File: src/rtl/clock_pkg.sv
// Constants shared by the stopwatch counter chain: FSM state encoding,
// BCD digit limits and a small digit-range helper.
package clock_pkg;

    // Stopwatch control states, 2-bit encoding shared with the minute counter
    typedef enum logic [1:0] {
        IDLE  = 2'd0,
        RUN   = 2'd1,
        PAUSE = 2'd2
    } state_e;

    // BCD limits for the seconds and minutes digits
    localparam logic [3:0] UNITS_MAX    = 4'd9;
    localparam logic [3:0] SEC_TENS_MAX = 4'd5;
    localparam logic [3:0] MIN_TENS_MAX = 4'd5;

    // True when a digit lies inside 0..max
    function automatic logic digit_ok(input logic [3:0] digit, input logic [3:0] max);
        return digit <= max;
    endfunction

endpackage : clock_pkg

File: src/rtl/key_debounce.sv
// Raw key conditioning: two-flop synchronizer followed by a debounce counter.
// 'level' is the accepted key level (1 = released); 'press' is a one-cycle
// pulse on each accepted 1->0 transition. Releases produce no pulse.
module key_debounce
    import clock_pkg::*;
#(
    parameter int DEBOUNCE_CYCLES = 1_000_000
) (
    input  logic clk,
    input  logic reset,
    input  logic key_n,
    output logic level,
    output logic press
);

    // Counter only needs to reach DEBOUNCE_CYCLES-1; the next differing sample commits.
    localparam int CNT_W = (DEBOUNCE_CYCLES > 1) ? $clog2(DEBOUNCE_CYCLES) : 1;
    localparam logic [CNT_W-1:0] CNT_LAST = CNT_W'(DEBOUNCE_CYCLES - 1);

    logic             sync1_q;
    logic             sync2_q;
    logic             level_q;
    logic             level_d;
    logic             press_q;
    logic             press_d;
    logic [CNT_W-1:0] cnt_q;
    logic [CNT_W-1:0] cnt_d;

    // Bring the asynchronous key into the clk domain
    always_ff @(posedge clk or negedge reset) begin
        if (!reset) begin
            sync1_q <= 1'b1;
            sync2_q <= 1'b1;
        end else begin
            sync1_q <= key_n;
            sync2_q <= sync1_q;
        end
    end

    // Count consecutive samples that disagree with the accepted level;
    // any agreeing sample restarts the count.
    always_comb begin
        level_d = level_q;
        press_d = 1'b0;
        cnt_d   = '0;
        if (sync2_q != level_q) begin
            if (cnt_q == CNT_LAST) begin
                level_d = sync2_q;
                press_d = ~sync2_q;
            end else begin
                cnt_d = cnt_q + 1'b1;
            end
        end
    end

    // Debounce state registers
    always_ff @(posedge clk or negedge reset) begin
        if (!reset) begin
            level_q <= 1'b1;
            press_q <= 1'b0;
            cnt_q   <= '0;
        end else begin
            level_q <= level_d;
            press_q <= press_d;
            cnt_q   <= cnt_d;
        end
    end

    assign level = level_q;
    assign press = press_q;

endmodule : key_debounce

File: src/rtl/second_counter_ctrl.sv
// Seconds stage of the stopwatch: key conditioning, IDLE/RUN/PAUSE control,
// 1 Hz prescaler and the two-digit BCD seconds counter with rollover carry.
module second_counter_ctrl
    import clock_pkg::*;
#(
    parameter int CLK_HZ          = 50_000_000,
    parameter int TICK_HZ         = 1,
    parameter int DEBOUNCE_CYCLES = 1_000_000
) (
    input  logic       clk,
    input  logic       reset,
    input  logic       key_start_n,
    input  logic       key_clr_n,
    output logic [3:0] SL,
    output logic [3:0] SH,
    output logic       co,
    output logic       run_n
);

    localparam int DIV   = CLK_HZ / TICK_HZ;
    localparam int PRE_W = $clog2(DIV);
    localparam logic [PRE_W-1:0] PRE_LAST = PRE_W'(DIV - 1);

    localparam int KEY_START = 0;
    localparam int KEY_CLR   = 1;
    localparam int NUM_KEYS  = 2;

    logic [NUM_KEYS-1:0] key_raw_n;
    logic [NUM_KEYS-1:0] key_level;
    logic [NUM_KEYS-1:0] key_press;
    logic                unused_key_level;

    logic start_ev;
    logic clr_ev;
    logic tick;

    state_e           state_q;
    logic             run_n_q;
    logic [PRE_W-1:0] pre_q;
    logic [PRE_W-1:0] pre_d;
    logic [3:0]       sl_q;
    logic [3:0]       sl_d;
    logic [3:0]       sh_q;
    logic [3:0]       sh_d;
    logic             co_q;
    logic             co_d;

    assign key_raw_n = {key_clr_n, key_start_n};

    genvar gi;
    generate
        for (gi = 0; gi < NUM_KEYS; gi++) begin : g_key
            key_debounce #(
                .DEBOUNCE_CYCLES(DEBOUNCE_CYCLES)
            ) u_key_debounce (
                .clk   (clk),
                .reset (reset),
                .key_n (key_raw_n[gi]),
                .level (key_level[gi]),
                .press (key_press[gi])
            );
        end
    endgenerate

    // Accepted levels are not needed here; only the press edges drive control.
    assign unused_key_level = ^key_level;

    assign start_ev = key_press[KEY_START];
    assign clr_ev   = key_press[KEY_CLR];

    // One tick per DIV cycles of RUN, aligned with the prescaler wrap
    assign tick = (state_q == RUN) && (pre_q == PRE_LAST);

    // Control FSM: clear beats start; run_n is registered alongside the state
    always_ff @(posedge clk or negedge reset) begin
        if (!reset) begin
            state_q <= IDLE;
            run_n_q <= 1'b1;
        end else if (clr_ev) begin
            state_q <= IDLE;
            run_n_q <= 1'b1;
        end else if (start_ev) begin
            case (state_q)
                IDLE: begin
                    state_q <= RUN;
                    run_n_q <= 1'b0;
                end
                RUN: begin
                    state_q <= PAUSE;
                    run_n_q <= 1'b1;
                end
                PAUSE: begin
                    state_q <= RUN;
                    run_n_q <= 1'b0;
                end
                default: begin
                    state_q <= IDLE;
                    run_n_q <= 1'b1;
                end
            endcase
        end else if ((state_q != IDLE) && (state_q != RUN) && (state_q != PAUSE)) begin
            // Recover from the unused encoding
            state_q <= IDLE;
            run_n_q <= 1'b1;
        end
    end

    // Prescaler next value: counts in RUN, holds in PAUSE so resume keeps the partial second
    always_comb begin
        pre_d = pre_q;
        if (clr_ev || (state_q != RUN && state_q != PAUSE)) begin
            pre_d = '0;
        end else if (state_q == RUN) begin
            pre_d = (pre_q == PRE_LAST) ? '0 : pre_q + 1'b1;
        end
    end

    // Prescaler register
    always_ff @(posedge clk or negedge reset) begin
        if (!reset) begin
            pre_q <= '0;
        end else begin
            pre_q <= pre_d;
        end
    end

    // Seconds counter next value; co is raised with the 59->00 step so it
    // coincides with the first cycle that shows 00.
    always_comb begin
        sl_d = sl_q;
        sh_d = sh_q;
        co_d = 1'b0;
        if (clr_ev || (state_q == IDLE)) begin
            sl_d = 4'd0;
            sh_d = 4'd0;
        end else if (tick) begin
            if (!digit_ok(sl_q, UNITS_MAX) || !digit_ok(sh_q, SEC_TENS_MAX)) begin
                sl_d = 4'd0;
                sh_d = 4'd0;
            end else if (sl_q < UNITS_MAX) begin
                sl_d = sl_q + 4'd1;
            end else if (sh_q < SEC_TENS_MAX) begin
                sl_d = 4'd0;
                sh_d = sh_q + 4'd1;
            end else begin
                sl_d = 4'd0;
                sh_d = 4'd0;
                co_d = 1'b1;
            end
        end
    end

    // Seconds digits and carry registers
    always_ff @(posedge clk or negedge reset) begin
        if (!reset) begin
            sl_q <= 4'd0;
            sh_q <= 4'd0;
            co_q <= 1'b0;
        end else begin
            sl_q <= sl_d;
            sh_q <= sh_d;
            co_q <= co_d;
        end
    end

    assign SL    = sl_q;
    assign SH    = sh_q;
    assign co    = co_q;
    assign run_n = run_n_q;

endmodule : second_counter_ctrl

File: config.mk
export PLATFORM = sky130hd
export DESIGN_NAME = second_counter_ctrl
export DESIGN_NICKNAME = d
export VERILOG_FILES = /design/src/rtl/clock_pkg.sv /design/src/rtl/key_debounce.sv /design/src/rtl/second_counter_ctrl.sv
export SDC_FILE = /design/constraint.sdc
export NUM_CORES = 1
export LEC_CHECK = 0
export BUFFER_PORTS_ARGS = -buffer_cell sky130_fd_sc_hd__buf_2
export CORE_ASPECT_RATIO = 1.2
export CORE_MARGIN = 4
export CORE_UTILIZATION = 25
export DETAILED_ROUTE_END_ITERATION = 7
export SKIP_CTS_REPAIR_TIMING = 1
export SLEW_MARGIN = 5
export SYNTH_ARGS = -nofsm -noshare
export SYNTH_HDL_FRONTEND = slang
export SYNTH_SLANG_ARGS = --single-unit
File: constraint.sdc
create_clock -name clk -period 2.8 [get_ports clk]
set_input_delay 0.14 -clock clk [delete_from_list [all_inputs] [get_ports clk]]
set_output_delay 0.14 -clock clk [all_outputs]
set_load 0.02 [all_outputs]
==> qor.log, run 1 <==
[finish] Final Net Count 498
[detailed_routing] Initial DRC Count 252
[detailed_routing] DRC viols 0
[critical_path] Worst Path Class, Setup register to register
[sta] final setup slack of the worst path 463 ps
[sta] final critical path time including I/O delays and setup 2340 ps
[pwr] leakage power of the design 2.08 nW
[critical_path] kind of cell with the highest combined delay on the critical path simple AND/OR/NAND/NOR gates
[die] area of the core 17700 sq um
[critical_path] Slowest Stage Delay on Critical Path 550 ps
[place] worst setup timing slack at the placement stage 477 ps
[sta] Sum Neg Setup Slack 0 ps
[cts] cell chosen for the clock root sky130_fd_sc_hd__clkbuf_16
[detailed_routing] final antenna-violating net count 0
[cts] maximum buffer depth of the clock tree 2
[place] placed cell count 686
[synthesis] area of the mapped netlist 4540 sq um
[critical_path] Crit. End Element register
[global_route] global-route wire length before repair 16400 um
[synthesis] Yosys warning count 0
[synthesis] synthesized net count 481
[finish] flip-flop and latch area 2160 sq um
[sta] number of endpoints failing setup at the final stage 0
[die] die width 131 um
[place] count of buffers inserted at the top-level ports 13
[finish] Filler cells 1808
[detailed_routing] sum of routed wire length over all layers 9110 um
[global_route] GRT Resource Usage Total 0.0977
[die] Row Count 53
[synthesis] Avg Inst Size Synth 9.80 sq um
[cts] clock slew seen by the registers of the worst setup and hold paths 60 ps
[sta] Clock Skew 5.92 ps
[global_route] maximum number of pins on one net before global-route repair 41
[cts] Sinks on Clock Net 86
[detailed_routing] DR vias 3363
[pwr] peak supply drop 0.000249 V
[pwr] Pwr per Cell Area 497 nW/um^2
[place] Final GP Congestion 0.899
[sta] unrepaired setup endpoints after global routing no
[finish] layout cells sized above 1 0.126
[critical_path] cell chain of the critical path inv_1 > ha_1 > nor3b_2 > or4_4 > or3_1 > xor2_1 > nor2_2
[finish] area growth from synthesis to layout 14.2%
[die] Die Height 156 um
[global_route] number of global-route vias before repair 3465
[global_route] initial antenna violation count 0
[critical_path] required time of the worst setup path 3010 ps
[die] effective utilization at floorplan 0.256
[detailed_routing] number of optimization iterations in the first detailed-route pass 4
[critical_path] standard cell with the maximum stage delay on the critical path sky130_fd_sc_hd__or4_4
[sta] post-route clock period utilization 0.835
[synthesis] register bit count reported by yosys 86
[cts] clock buffers created by TritonCTS 9
[critical_path] data arrival time of the worst path 2550 ps
[global_route] total congestion overflow after global routing 0
[detailed_routing] mean routed wirelength per cell 12.9 um
[cts] Worst-Skew Late Latency 340 ps
[detailed_routing] mean number of vias per cell 4.77
[finish] antenna cells 0
[place] HPWL after detailed placement 6430 um
[run] max-cap check violation count 0
[critical_path] worst-case register-to-register setup slack 460 ps
[finish] fin cells 705
[synthesis] post-synthesis sequential area ratio 0.476
[finish] multi-input logic area 2250 sq um
[critical_path] element type at the critical path start register
[synthesis] Top FF cell, synth sky130_fd_sc_hd__dfrtp_1
[min_path] Min-Delay Path Class input port to async pin
[cts] CTS tree built
[sta] Max Clk Rate 428 MHz
[die] I/O pins 14
[sta] remaining max-slew budget at the tightest pin 0.515
[synthesis] count of distinct cell types in the synthesized netlist 53
[die] die area 20400 sq um
[synthesis] Post-synth EDFFs 0
[synthesis] Synth async-reset ratio 1.00
[cts] H-tree depth 3
[critical_path] number of buffer and inverter instances along the worst setup path 1
[sta] Final Hold Violating Endpoints 0
[run_status] run status completed
[sta] slew at the pin closest to its max-slew limit 728 ps
[synthesis] Synth Instances 463
[critical_path] CP max FO 10
[sta] Slew Limit Fails 0
state kept, by name, indices dropped and copies added (netlist names):
| name | flops |
|---|---|
| pre_q | 26 |
| g_key.u_key_debounce.press | 2 |
| SH | 4 |
| co | 1 |
| run_n | 1 |
| g_key.u_key_debounce.sync1_q | 2 |
| g_key.u_key_debounce.level | 2 |
| SL | 4 |
| g_key.u_key_debounce.sync2_q | 2 |
| g_key.u_key_debounce.cnt_q | 40 |
| state_q | 2 |
power breakdown:
group	switching, mW	leakage, nW	internal (mW)
clock network	0.489	0.151	0.766
registers	0.0101	1.17	1.26
logic	0.0414	0.752	0.0155
total	0.540	2.08	2.04
kinds of logic after synthesis:
| kind of cell | count (synthesis) | synth area share |
|---|---|---|
| AND/OR/NAND/NOR | 238 | 0.283 |
| flip-flops | 86 | 0.476 |
| XOR/XNOR | 54 | 0.104 |
| AO/OA/AOI/OAI | 34 | 0.0496 |
| buffers and inverters | 29 | 0.0287 |
| adder cells (fa/ha/maj) | 14 | 0.0386 |
| multiplexers | 8 | 0.0201 |
per-stage QoR:
step	instance area [sq um]	utilization	hold WS, ps	power (mW)
floorplan	4540	-	-156	1.31
global placement	4830	0.273	143	1.34
detailed placement	4830	0.273	152	1.34
CTS	5150	0.291	-212	2.61
global route	5180	0.293	365	2.69
finish	5180	0.293	330	2.58
worst register-to-register path: stages, from the launching register on:
cell and delay [ps]:
sky130_fd_sc_hd__dfrtp_1 410, sky130_fd_sc_hd__inv_1 120, sky130_fd_sc_hd__ha_1 380, sky130_fd_sc_hd__nor3b_2 170
sky130_fd_sc_hd__or4_4 550, sky130_fd_sc_hd__or3_1 390, sky130_fd_sc_hd__xor2_1 170, sky130_fd_sc_hd__nor2_2 40
path summary, 6_finish.rpt:
check                                                          startpoint                                        end  cells past startpoint
worst min-delay path                                                reset                      pre_q[13]$_DFFE_PN0P_                      2
worst max register to register                     state_q[1]$_DFFE_PN0P_                      pre_q[18]$_DFFE_PN0P_                      7
max in group asynchronous                                           reset                          run_n$_DFFE_PN1P_                      3
min in group clk                g_key[1].u_key_debounce.sync1_q$_DFF_PN1_  g_key[1].u_key_debounce.sync2_q$_DFF_PN1_                      0
worst min register to register  g_key[1].u_key_debounce.sync1_q$_DFF_PN1_  g_key[1].u_key_debounce.sync2_q$_DFF_PN1_                      0
worst max-delay path                               state_q[1]$_DFFE_PN0P_                      pre_q[18]$_DFFE_PN0P_                      7
layer usage:
metal	part of all wire	vias to the layer above	track usage	routed length (um)
li1	-	1651	-	-
met1	0.47	1640	0.127	4240
met2	0.49	52	0.158	4420
met3	0.025	20	0.0185	230
met4	0.024	0	0.0416	217
met5	0	-	0	0
layout by cell type (no fill, tap or decap), drive strengths merged, types with 2 or more instances in the layout:
cell,count
nor3,14
nand2b,8
clkbuf,12
and3,10
nor2,75
a211oi,3
dlygate4sd3,3
dfrtp,79
a21oi,8
nor3b,4
mux2i,2
clkinvlp,2
and2,2
ha,14
or4,4
a31oi,7
xor2,26
nand4,20
inv,16
a41oi,2
o21ai,8
and4,6
nand4b,4
xnor2,28
mux2,6
dfstp,7
nand3,26
a21o,2
nand2,35
buf,16
nor4,11
nor4b,3
or3,10
cell type report:
type | count | share of cell area
Sequential cell | 86 | 0.417
Tap cell | 220 | 0.0531
Clock inverter | 4 | 0.0104
Clock buffer | 12 | 0.0514
Multi-Input combinational cell | 348 | 0.434
Timing Repair Buffer | 19 | 0.0232
Inverter | 16 | 0.0116
Yosys cell counts (all sizes together) (4+ instances only):
| master | number | area share |
|---|---|---|
| dfstp | 7 | 0.041 |
| dfrtp | 79 | 0.44 |
| buf | 8 | 0.011 |
| nand2b | 8 | 0.011 |
| a21oi | 8 | 0.0088 |
| a31oi | 7 | 0.0096 |
| nor3 | 14 | 0.015 |
| nor3b | 4 | 0.0077 |
| nand4b | 4 | 0.0077 |
| or4 | 4 | 0.0074 |
| inv | 16 | 0.013 |
| and4 | 6 | 0.012 |
| nand4 | 20 | 0.029 |
| nor2 | 75 | 0.063 |
| xnor2 | 28 | 0.054 |
| mux2 | 6 | 0.016 |
| o21ai | 8 | 0.0088 |
| nand3 | 26 | 0.030 |
| nor4 | 11 | 0.023 |
| and3 | 10 | 0.014 |
| nand2 | 35 | 0.029 |
| ha | 14 | 0.039 |
| clkbuf | 5 | 0.0041 |
| xor2 | 26 | 0.050 |
| or3 | 10 | 0.014 |
No activity file was read; power rests on OpenSTA's default activity.
==> run 2, diff against run 1 <==
Clock period 2.8 ns to 2.3 ns, I/O delays scaled along.
==> run 2 against run 1 <==
Against the previous run:
- non-clock buffer count is 11 higher
- die area stayed put
- worst setup slack worse by 380 ps
- largest cell class unchanged
- largest power group is now the clock network
- clock power is 34% higher
- clock skew hardly changed
- final area is 2.7% higher
- routed wire length is 1.3% higher
- utilization is 0.80 points higher
- highest routed layer unchanged
==> qor.log, run 2 (synthesized netlist as in run 1, its figures left out) <==
[finish] flip-flop count of the largest register, all copies and words added 40
[sta] Sum Neg Setup Slack 0 ps
[die] Row Count 53
[sta] slew at the pin closest to its max-slew limit 674 ps
[sta] post-route clock period utilization 0.963
[finish] commonest non-fill, non-tap cells in the layout 79 x sky130_fd_sc_hd__dfrtp_1, 73 x sky130_fd_sc_hd__nor2_1, 35 x sky130_fd_sc_hd__nand2_1, 28 x sky130_fd_sc_hd__xnor2_1, 26 x sky130_fd_sc_hd__xor2_1
[detailed_routing] final antenna-violating net count 0
[place] HPWL after detailed placement 6680 um
[global_route] total congestion overflow after global routing 0
[critical_path] element type at the critical path start register
[cts] maximum buffer depth of the clock tree 2
[finish] multi-input logic area 2250 sq um
[critical_path] standard cell with the maximum stage delay on the critical path sky130_fd_sc_hd__or4_4
[cts] clock buffers created by TritonCTS 9
[pwr] total power after layout 3.29 mW
[cts] H-tree depth 3
[sta] Slew Limit Fails 0
[pwr] leakage power of the design 2.16 nW
[critical_path] Slowest Stage Delay on Critical Path 530 ps
[critical_path] cell chain of the critical path inv_1 > ha_1 > nor3b_2 > or4_4 > or3_1 > xor2_1 > nor2_2
[die] die width 131 um
[die] area of the core 17700 sq um
[die] effective utilization at floorplan 0.256
[detailed_routing] mean routed wirelength per cell 12.9 um
[place] area post-placement 4930 sq um
[finish] antenna cells 0
[detailed_routing] DR vias 3411
[finish] design area 5330 sq um
[min_path] Min-Delay Path Class input port to async pin
[detailed_routing] Initial DRC Count 260
[place] worst setup timing slack at the placement stage 84.8 ps
[cts] cell chosen for the clock root sky130_fd_sc_hd__clkbuf_16
[detailed_routing] sum of routed wire length over all layers 9230 um
[detailed_routing] DRC viols 0
[critical_path] Worst Path Class, Setup register to register
[finish] most common cell after layout, fill and taps aside sky130_fd_sc_hd__dfrtp_1
[finish] register ranked first by flip-flop count g_key.u_key_debounce.cnt_q
[run] max-cap check violation count 0
[cts] clock slew seen by the registers of the worst setup and hold paths 60 ps
[die] die area 20400 sq um
[cts] CTS tree built
[sta] remaining max-slew budget at the tightest pin 0.550
[pwr] Pwr per Cell Area 618 nW/um^2
[run_status] run status completed
[global_route] maximum number of pins on one net before global-route repair 46
[global_route] global-route wire length before repair 16200 um
[finish] Filler cells 1788
[global_route] initial antenna violation count 0
[finish] biggest registers after layout g_key.u_key_debounce.cnt_q (40), pre_q (26)
[critical_path] worst-case register-to-register setup slack 80 ps
[critical_path] data arrival time of the worst path 2450 ps
[sta] final setup slack of the worst path 84.9 ps
[die] I/O pins 14
[finish] flip-flop and latch area 2160 sq um
[cts] Sinks on Clock Net 86
[cts] Worst-Skew Late Latency 340 ps
[critical_path] required time of the worst setup path 2530 ps
[critical_path] Crit. End Element register
[critical_path] CP max FO 4
[die] Die Height 156 um
[finish] Final Net Count 509
[sta] Max Clk Rate 451 MHz
[finish] area growth from synthesis to layout 17.3%
[sta] final critical path time including I/O delays and setup 2220 ps
[global_route] number of global-route vias before repair 3484
[place] count of buffers inserted at the top-level ports 13
[detailed_routing] mean number of vias per cell 4.76
[sta] Final Hold Violating Endpoints 0
[global_route] GRT Resource Usage Total 0.0978
[pwr] peak supply drop 0.000319 V
[place] Final GP Congestion 0.880
[finish] layout cells sized above 1 0.147
[sta] Clock Skew 5.64 ps
[detailed_routing] number of optimization iterations in the first detailed-route pass 4
[sta] unrepaired setup endpoints after global routing no
[sta] number of endpoints failing setup at the final stage 0
-- run 2: cell count changes in the layout (fill, tap and decap cells not counted), sizes merged --
cell / before / now
buf: 16 / 27
bufinv: 1 / 3
clkinv: 1 / 3
clkbuf: 12 / 10
clkinvlp: 2 / 0
-- run 2: final cells by class --
class                      instances  share of cell area
inverter                          16              0.0113
tap                              220              0.0517
sequential                        86               0.406
multi-input combinational        348               0.423
clock buffer                      10              0.0449
timing repair buffer              30              0.0428
clock inverter                     6              0.0204
-- run 2: critical path: cells and delay by family, from the launching register on --
| family | cells | cell delay (ps) |
|---|---|---|
| AND/OR/NAND/NOR | 4 | 1150 |
| XOR/XNOR | 1 | 180 |
| flip-flops | 1 | 390 |
| adder cells (fa/ha/maj) | 1 | 310 |
| buffers and inverters | 1 | 80 |
-- run 2: through the flow --
step / util / hold WS, ps / std cells
after floorplan: - / -181 / 463
after detailed placement: 0.279 / 163 / 696
final: 0.301 / 317 / 716
after global routing: 0.301 / 364 / 716
after CTS: 0.298 / -217 / 712
after global placement: 0.279 / 164 / 696
-- run 2: worst paths after layout --
kind	start	endpoint	cells after the start
worst max-delay path	state_q[0]$_DFFE_PN0P_	pre_q[20]$_DFFE_PN0P_	7
worst min-delay path	reset	pre_q[21]$_DFFE_PN0P_	2
worst max register to register	state_q[0]$_DFFE_PN0P_	pre_q[20]$_DFFE_PN0P_	7
worst min register to register	g_key[0].u_key_debounce.sync1_q$_DFF_PN1_	g_key[0].u_key_debounce.sync2_q$_DFF_PN1_	0
max in group asynchronous	reset	g_key[1].u_key_debounce.sync1_q$_DFF_PN1_	3
min in group clk	g_key[0].u_key_debounce.sync1_q$_DFF_PN1_	g_key[0].u_key_debounce.sync2_q$_DFF_PN1_	0
-- run 2: layer usage --
| metal | vias up | track usage | routed length (um) |
|---|---|---|---|
| li1 | 1665 | - | - |
| met2 | 51 | 0.164 | 4660 |
| met4 | 0 | 0.0358 | 161 |
| met1 | 1680 | 0.117 | 4090 |
| met3 | 15 | 0.0308 | 308 |
| met5 | - | 0 | 0 |
-- run 2: power breakdown --
part           switching (mW)  internal (mW)
logic                  0.0511         0.0222
clock network           0.588           1.09
registers              0.0116           1.53
==> run 3, diff against run 2 <==
Clock period 2.3 ns to 2.25 ns, I/O delays scaled along.
==> run 3 against run 2 <==
Against the previous run:
- hold slack improved by 33 ps
- register-to-register slack improved by 30 ps
- first-iteration DRC count fell by 10%
- critical path depth is the same
- clock-buffer cell count is the same
- final area about the same
- sequential cell count unchanged
- power shrank 2.0%
- largest cell class unchanged
==> qor.log, run 3 (synthesized netlist as in run 1, its figures left out) <==
[die] Row Count 53
[critical_path] data arrival time of the worst path 2360 ps
[critical_path] standard cell with the maximum stage delay on the critical path sky130_fd_sc_hd__or4_4
[critical_path] Slowest Stage Delay on Critical Path 530 ps
[global_route] number of global-route vias before repair 3419
[critical_path] CP max FO 3
[cts] Worst-Skew Late Latency 340 ps
[detailed_routing] mean number of vias per cell 4.76
[cts] clock buffers created by TritonCTS 9
[global_route] Global Route met1 Usage 0.124
[sta] unrepaired setup endpoints after global routing no
[global_route] total congestion overflow after global routing 0
[finish] biggest registers after layout g_key.u_key_debounce.cnt_q (40), pre_q (26)
[sta] post-route clock period utilization 0.951
[cts] clock slew seen by the registers of the worst setup and hold paths 60 ps
[place] HPWL after detailed placement 6490 um
[critical_path] Worst Path Class, Setup register to register
[place] placed cell count 699
[sta] Final Hold Violating Endpoints 0
[finish] commonest non-fill, non-tap cells in the layout 79 x sky130_fd_sc_hd__dfrtp_1, 73 x sky130_fd_sc_hd__nor2_1, 35 x sky130_fd_sc_hd__nand2_1, 28 x sky130_fd_sc_hd__xnor2_1, 26 x sky130_fd_sc_hd__xor2_1
[sta] Sum Neg Setup Slack 0 ps
[finish] Filler cells 1781
[cts] Sinks on Clock Net 86
[run] max-cap check violation count 0
[sta] remaining max-slew budget at the tightest pin 0.534
[die] effective utilization at floorplan 0.256
[sta] slew at the pin closest to its max-slew limit 693 ps
[place] Final GP Congestion 0.887
[finish] fin cells 721
[cts] cell chosen for the clock root sky130_fd_sc_hd__clkbuf_16
[critical_path] number of buffer and inverter instances along the worst setup path 1
[critical_path] kind of cell with the highest combined delay on the critical path simple AND/OR/NAND/NOR gates
[critical_path] Crit. End Element register
[detailed_routing] sum of routed wire length over all layers 9280 um
[sta] Clock Skew 9.21 ps
[global_route] GRT Resource Usage Total 0.0965
[pwr] peak supply drop 0.000426 V
[cts] maximum buffer depth of the clock tree 2
[global_route] maximum number of pins on one net before global-route repair 87
[detailed_routing] DRC viols 0
[finish] flip-flop count of the largest register, all copies and words added 40
[finish] layout cells sized above 1 0.158
[finish] area growth from synthesis to layout 17.4%
[global_route] initial antenna violation count 0
[cts] CTS tree built
[cts] H-tree depth 3
[detailed_routing] mean routed wirelength per cell 12.9 um
[critical_path] element type at the critical path start register
[global_route] global-route wire length before repair 16100 um
[pwr] Pwr per Cell Area 605 nW/um^2
[pwr] leakage power of the design 2.16 nW
[global_route] busiest grt layer met2
[finish] most common cell after layout, fill and taps aside sky130_fd_sc_hd__dfrtp_1
[critical_path] required time of the worst setup path 2470 ps
[finish] design area 5330 sq um
[die] Die Height 156 um
[finish] antenna cells 0
[global_route] met2 track demand over resource 0.159
[detailed_routing] Initial DRC Count 234
[finish] Final Net Count 514
[run_status] run status completed
[die] die area 20400 sq um
[die] die width 131 um
[detailed_routing] number of optimization iterations in the first detailed-route pass 4
[critical_path] cell chain of the critical path inv_1 > ha_4 > nor3b_2 > or4_4 > or3_1 > xor2_1 > nor2_2
[place] count of buffers inserted at the top-level ports 13
[die] I/O pins 14
[sta] Slew Limit Fails 0
[detailed_routing] DR vias 3435
[sta] final critical path time including I/O delays and setup 2140 ps
[place] area post-placement 4940 sq um
[detailed_routing] final antenna-violating net count 0
[finish] register ranked first by flip-flop count g_key.u_key_debounce.cnt_q
[finish] post-layout util 0.301
[sta] number of endpoints failing setup at the final stage 0
[die] area of the core 17700 sq um
[sta] Max Clk Rate 467 MHz
[global_route] met3 routing resource usage after global routing 0.0233
[min_path] Min-Delay Path Class input port to async pin
[run 3: path summary, 6_finish.rpt]
path / start / endpoint / slack, ps / depth (start not counted)
min in group clk: g_key[1].u_key_debounce.sync1_q$_DFF_PN1_ / g_key[1].u_key_debounce.sync2_q$_DFF_PN1_ / 360 / 0
max in group asynchronous: reset / g_key[0].u_key_debounce.sync1_q$_DFF_PN1_ / 1510 / 3
max reg2reg: state_q[0]$_DFFE_PN0P_ / pre_q[20]$_DFFE_PN0P_ / 110 / 7
max: state_q[0]$_DFFE_PN0P_ / pre_q[20]$_DFFE_PN0P_ / 110 / 7
min: reset / pre_q[21]$_DFFE_PN0P_ / 350 / 3
min reg2reg: g_key[1].u_key_debounce.sync1_q$_DFF_PN1_ / g_key[1].u_key_debounce.sync2_q$_DFF_PN1_ / 360 / 0
[run 3: metrics by stage]
stage          setup WS [ps]  power (mW)  hold WS [ps]
2_1_floorplan            103        1.63          -183
3_3_place_gp             114        1.67           195
3_5_place_dp            88.2        1.68           194
4_1_cts                 57.9        3.28          -170
5_1_grt                 12.2        3.38           361
6_report                 110        3.22           349
[run 3: tightest hold or removal path, cell delays in order]
cell and delay, ps:
sky130_fd_sc_hd__dlygate4sd3_1 530, sky130_fd_sc_hd__buf_4 120, sky130_fd_sc_hd__buf_12 340
[run 3: routing by layer]
layer,share of wire,vias to the layer above
li1,-,1678
met1,0.46,1687
met2,0.50,54
met3,0.027,16
met4,0.016,0
met5,0,-
[run 3: area by class of cell]
cell class              instances  area [sq um]  area share
clock inverters                 6          86.3      0.0162
repair buffers                 35           253      0.0474
well taps                     220           275      0.0517
clock buffers                  10           229      0.0430
multi-input cells             348          2260       0.425
flip-flops and latches         86          2160       0.406
inverters                      16          60.1      0.0113
[run 3: report_power, final]
part           internal (mW)  switching, mW  total, mW
Clock                  0.971          0.604       1.58
Sequential              1.56         0.0116       1.57
Combinational         0.0228         0.0518     0.0746
